## config.mk

```make
export PLATFORM = sky130hd
export DESIGN_NAME = pixel_frame_buf
export DESIGN_NICKNAME = d
export VERILOG_FILES = /design/src/rtl/pixel_frame_buf.sv
export SDC_FILE = /design/constraint.sdc
export NUM_CORES = 2
export LEC_CHECK = 0
export CAP_MARGIN = 20
export CORE_MARGIN = 4
export CORE_UTILIZATION = 35
export CTS_BUF_LIST = sky130_fd_sc_hd__clkbuf_2
export DETAILED_ROUTE_END_ITERATION = 12
export PLACE_DENSITY = 0.53
export SLEW_MARGIN = 10
export SYNTH_ARGS = -nofsm -noshare
export SYNTH_HDL_FRONTEND = slang
export SYNTH_SLANG_ARGS = --single-unit
```

## constraint.sdc

```tcl
create_clock -name clk -period 11.2 [get_ports clk]
set_clock_uncertainty 0.15 [all_clocks]
set_input_delay 2.24 -clock clk [delete_from_list [all_inputs] [get_ports clk]]
set_output_delay 2.24 -clock clk [all_outputs]
set_load 0.05 [all_outputs]
```

## src/rtl/pixel_frame_buf.sv

```systemverilog
// pixel_frame_buf
//   Captures one 256-pixel frame from the serial-to-pixel stage, then drains it
//   to a downstream consumer with a valid/ready handshake, one pixel per cycle.
//   Addresses never written in the frame read back as 8'h00 (a written-flag
//   vector masks the unreset storage).
//
// Ports
//   clk, reset            rising-edge clock, async active-high reset
//   pixel_wr/addr/dataout pixel write port (honoured in FILL only)
//   pixel_finish          upstream frame-complete flag
//   rd_start              begin draining a captured frame (READY only)
//   rd_ready              downstream accepts rd_data this cycle
//   rd_valid/data/addr    drain output, rd_last marks address 255
//   frame_done            frame captured, not yet drained
//   wr_count              distinct addresses written this frame (0..256)
//   ovw_err, late_err     sticky rewrite / write-outside-FILL flags
//   chksum                mod-2^16 sum of drained bytes
//
// Build option
//   PFB_CHECKSUM_EN  when defined, chksum accumulates drained bytes; otherwise
//                    chksum is tied to zero and no adder exists.

module pixel_frame_buf (
  input  logic        clk,
  input  logic        reset,
  input  logic        pixel_wr,
  input  logic [7:0]  pixel_addr,
  input  logic [7:0]  pixel_dataout,
  input  logic        pixel_finish,
  input  logic        rd_start,
  input  logic        rd_ready,
  output logic        rd_valid,
  output logic [7:0]  rd_data,
  output logic [7:0]  rd_addr,
  output logic        rd_last,
  output logic        frame_done,
  output logic [8:0]  wr_count,
  output logic        ovw_err,
  output logic        late_err,
  output logic [15:0] chksum
);

  typedef enum logic [1:0] {S_FILL, S_READY, S_DRAIN} state_e;

  state_e       state_q, state_d;
  logic [255:0] flags_q, flags_d;
  logic [8:0]   wr_count_q, wr_count_d;
  logic         ovw_q, ovw_d, late_q, late_d;
  logic         rd_valid_q, rd_valid_d;
  logic [7:0]   rd_addr_q, rd_addr_d;
  logic [7:0]   rd_data_q;
  logic         rd_load;
  logic         mem_we;

  logic [7:0]   mem [256];

  always_comb begin
    state_d    = state_q;
    flags_d    = flags_q;
    wr_count_d = wr_count_q;
    ovw_d      = ovw_q;
    late_d     = late_q;
    rd_valid_d = rd_valid_q;
    rd_addr_d  = rd_addr_q;
    rd_load    = 1'b0;
    mem_we     = 1'b0;
    unique case (state_q)
      S_FILL: begin
        if (pixel_wr) begin
          mem_we = 1'b1;
          if (flags_q[pixel_addr]) begin
            ovw_d = 1'b1;
          end else begin
            flags_d[pixel_addr] = 1'b1;
            wr_count_d          = wr_count_q + 9'd1;
          end
        end
        // a write in the same cycle as pixel_finish still lands above
        if (pixel_finish || wr_count_d == 9'd256) state_d = S_READY;
      end
      S_READY: begin
        if (pixel_wr) late_d = 1'b1;
        if (rd_start) begin
          state_d    = S_DRAIN;
          rd_valid_d = 1'b1;
          rd_addr_d  = 8'd0;
          rd_load    = 1'b1;
        end
      end
      S_DRAIN: begin
        if (pixel_wr) late_d = 1'b1;
        if (rd_ready) begin
          if (rd_addr_q == 8'hFF) begin
            state_d    = S_FILL;
            rd_valid_d = 1'b0;
            rd_addr_d  = 8'd0;
            flags_d    = '0;
            wr_count_d = 9'd0;
            ovw_d      = 1'b0;
            late_d     = 1'b0;
          end else begin
            // prefetch the next pixel during the transfer: no bubble
            rd_addr_d = rd_addr_q + 8'd1;
            rd_load   = 1'b1;
          end
        end
      end
      default: state_d = S_FILL;
    endcase
  end

  always_ff @(posedge clk or posedge reset) begin
    if (reset) begin
      state_q    <= S_FILL;
      flags_q    <= '0;
      wr_count_q <= 9'd0;
      ovw_q      <= 1'b0;
      late_q     <= 1'b0;
      rd_valid_q <= 1'b0;
      rd_addr_q  <= 8'd0;
    end else begin
      state_q    <= state_d;
      flags_q    <= flags_d;
      wr_count_q <= wr_count_d;
      ovw_q      <= ovw_d;
      late_q     <= late_d;
      rd_valid_q <= rd_valid_d;
      rd_addr_q  <= rd_addr_d;
    end
  end

  // storage carries no reset; the flags decide what is visible
  always_ff @(posedge clk) begin
    if (mem_we) mem[pixel_addr] <= pixel_dataout;
  end

  // registered read; flags are stable outside FILL, so reading them here is safe
  always_ff @(posedge clk or posedge reset) begin
    if (reset) rd_data_q <= 8'h00;
    else if (rd_load) rd_data_q <= flags_q[rd_addr_d] ? mem[rd_addr_d] : 8'h00;
  end

`ifdef PFB_CHECKSUM_EN
  logic [15:0] chksum_q;
  always_ff @(posedge clk or posedge reset) begin
    if (reset) chksum_q <= 16'h0000;
    else if (state_q == S_READY && rd_start) chksum_q <= 16'h0000;
    else if (state_q == S_DRAIN && rd_ready) chksum_q <= chksum_q + {8'h00, rd_data_q};
  end
  assign chksum = chksum_q;
`else
  assign chksum = 16'h0000;
`endif

  assign rd_valid   = rd_valid_q;
  assign rd_data    = rd_data_q;
  assign rd_addr    = rd_addr_q;
  assign rd_last    = rd_valid_q & (rd_addr_q == 8'hFF);
  assign frame_done = (state_q == S_READY);
  assign wr_count   = wr_count_q;
  assign ovw_err    = ovw_q;
  assign late_err   = late_q;

endmodule
```

==> out/metrics.csv <==
metric,value,unit
I/O pins,68,
initial DRC count,7614,
total die area,284000,µm²
Starting Density,0.352,
Via density,5.53,
Worst Hold Class,reg -> reg,
CP endpoint kind,output pin,
clock tree sinks,2334,
Seq. cell area,68700,µm²
unrepaired setup endpoints after global routing,no,
Final Core Density,0.387,
total CTS buffers,624,
CP Class,reg -> out,
hpwl dp,181000,µm
core area,274000,µm²
Worst setup SP type,flop,
Max Cap Viol,0,
synthesized netlist cell count,7294,
Die X,533,µm
first-pass GRT wire length,449000,µm
Post-CTS Repair Setup Buffers,0,
Layout area overhead,10.1,%
async set-reset flop share out of synthesis,0.123,
DRC,2,
Reg2Reg Depth,16,
clock period minus worst slack,6380,ps
Clock transition at path regs,100,ps
Post-DRT Antenna Nets,0,
Yosys reg bits,2334,
"area leader, netlist",edfxtp_1,
Post-Layout Cell Count,11700,
worst-case clock buffer depth,4,
Fillers,26100,
endpoints failing setup,0,
reg2reg setup slack,5060,ps
Yosys top cell area share,0.637,
Yosys warning count,0,
"Avg Cell Area, Syn",13.2,µm²
Worst slew margin,0.0876,
max-slew violations,0,
final net count,7647,
outcome,finished with violations,
"Seq/Total Area, Yosys",0.712,
Placer Congestion,0.911,
CP arrival,3990,ps
area of the multi-input gates,25700,µm²
root buf cell,clkbuf_2,
clk_lat worst skew,1870,ps
TritonRoute pass-1 iters,10,
WHS Path Cells,2,
CTS HTree Levels,6,
total track usage,0.213,
# rows,192,
initial antenna violation count,13,
wire per inst,26.5,µm
dpl cells,10700,
final hold violation count,0,
VDD IR max,0.114,mV
"Cell Area, Synth",96500,µm²
Post-synth EDFFs,2048,
PortBufs,51,
fmax,0.157,GHz
CTS resizes,0,
CTS tree,done,
failing checks,DRC,
Worst Tran Pin Value,1370,ps
Hold Crit Start,flags_q[55]$_DFFE_PP0P_,
leak pwr,36.8,nW
worst r2r src,state_q[1]$_DFFE_PP0P_,
"Req. time, crit path",8810,ps
die height,533,µm
vias,64900,
r2r endpoint,rd_data[3]$_DFFE_PP0P_,
largest net degree at the start of global routing,257,
"top cells by area, synth","edfxtp_1, dfrtp_1, nand2_1",
fin crit share,0.569,
vias in the first global route,63200,
crit-path max FO,7,
Power Dens Cells,167,nW/µm²
Most used DFF post-synth,edfxtp_1,
Worst Hold End,flags_q[55]$_DFFE_PP0P_,
total wire length,311000,µm
"Distinct cells, synth",86,
layout cell share with drive strength beyond 1,0.166,
hold-fix buffers at CTS,0,
setup TNS,0,ps
global route overflow,0,
## routing by layer
metal  wire, µm  track usage  vias to the layer above
li1           -            -                    28200
met1     130000        0.294                    32800
met2     143000        0.330                     3174
met3      26300       0.0442                      620
met4      11900       0.0828                        2
met5          9            0                        -
## cells by family after synthesis
family,Yosys count,share of synthesized area
flip-flops,2334,0.712
other,1,0.0000389
AND/OR/NAND/NOR,2900,0.128
multiplexers,408,0.0593
XOR/XNOR,5,0.000454
buffers and inverters,536,0.0249
adder cells (fa/ha/maj),5,0.000648
AO/OA/AOI/OAI,1105,0.0748
## sequential cells by signal, indices dropped and copies added (netlist names)
register,cells
flags_q,256
rd_data,8
mem,2048
ovw_err,1
rd_addr,8
wr_count,9
late_err,1
state_q,2
rd_valid,1
## through the flow
| stage | area (µm²) | power (W) | hold slack (ps) | setup WS (ps) |
|---|---|---|---|---|
| 2_1_floorplan | 96500 | 0.0113 | 321 | 918 |
| 3_3_place_gp | 101000 | 0.0122 | 340 | 3360 |
| 3_5_place_dp | 101000 | 0.0122 | 352 | 3360 |
| 4_1_cts | 106000 | 0.0179 | 370 | 4650 |
| 5_1_grt | 106000 | 0.0186 | 393 | 4550 |
| 6_report | 106000 | 0.0178 | 370 | 4820 |
## cells in the final DEF, fill, tap and decap left out, types with 15 or more instances in the layout
master | netlist | layout
edfxtp_1 | 2048 | 2048
nand2_1 | 1453 | 1446
clkbuf_2 | 0 | 930
nor2_1 | 596 | 587
nand3_1 | 585 | 580
a21oi_1 | 470 | 469
dfrtp_1 | 286 | 286
mux2i_1 | 271 | 271
buf_4 | 28 | 134
mux4_2 | 130 | 130
o21ai_0 | 110 | 110
a32oi_1 | 89 | 89
clkinv_1 | 3 | 81
nand4_1 | 71 | 71
a221oi_1 | 59 | 59
a311oi_1 | 58 | 58
and3_1 | 54 | 54
nor3_1 | 52 | 49
o211ai_1 | 48 | 48
clkdlybuf4s50_1 | 0 | 40
a22oi_1 | 38 | 38
a31oi_1 | 35 | 34
o22ai_1 | 26 | 25
a41oi_1 | 24 | 24
inv_2 | 3 | 21
a22o_1 | 20 | 20
nor2_4 | 6 | 19
o21ai_1 | 18 | 18
a221o_1 | 18 | 18
nor2b_1 | 16 | 16
conb_1 | 1 | 16
nand2b_1 | 15 | 15
o31ai_1 | 15 | 15
## worst max-delay path, cell delays in order, from the launching register on
cell             delay [ps]
dfrtp_1                 510
ha_1                    310
nand3_1                 220
nor3_1                  220
clkdlybuf4s50_1         850
## layout make-up
class	count	share of cell area
repair buffers	201	0.0178
inverters	20	0.00101
clock inverters	109	0.00507
multi-input cells	4439	0.242
well taps	3686	0.0434
diodes	14	0.000330
flip-flops and latches	2334	0.647
clock buffers	930	0.0438
## cells in the mapped netlist (7+ instances only)
cell / number
inv_1: 13
nand2_1: 1453
nand3_1: 585
buf_2: 189
a32oi_1: 89
o31ai_1: 15
mux2_2: 7
nand2b_1: 15
nand4_1: 71
a221oi_1: 59
o211ai_1: 48
mux4_2: 130
buf_1: 68
and3_1: 54
a211oi_1: 11
a311oi_1: 58
a21oi_1: 470
and4_1: 8
o2111ai_1: 7
edfxtp_1: 2048
dfrtp_1: 286
o21ai_0: 110
a31oi_1: 35
a41oi_1: 24
o22ai_1: 26
mux2i_1: 271
o21ai_1: 18
nor2_1: 596
a221o_1: 18
nor2b_1: 16
buf_4: 28
a22oi_1: 38
nor3_1: 52
clkbuf_1: 225
nor2_2: 11
o311ai_0: 9
a22o_1: 20
## power by group
group          internal (W)  total (W)  switching, W  leakage, nW
combinational      0.000658    0.00217       0.00152         10.4
clock               0.00227    0.00577       0.00350         4.15
sequential          0.00964    0.00982      0.000180         22.3
total                0.0126     0.0178       0.00520         36.8
## worst max path at each step
stage	slack (ps)	cells after the start	startpoint	endpoint
after global routing	4550	4	rd_addr[0]$_DFF_PP0_	rd_last
after CTS	4650	4	rd_addr[0]$_DFF_PP0_	rd_last
after detailed placement	3360	15	rd_start	rd_data[5]$_DFFE_PP0P_
after floorplan	920	1	reset	flags_q[0]$_DFFE_PP0P_
after global placement	3360	15	rd_start	rd_data[5]$_DFFE_PP0P_
final	4820	4	rd_addr[0]$_DFF_PP0_	rd_last
No activity file was read; power rests on OpenSTA's default activity.
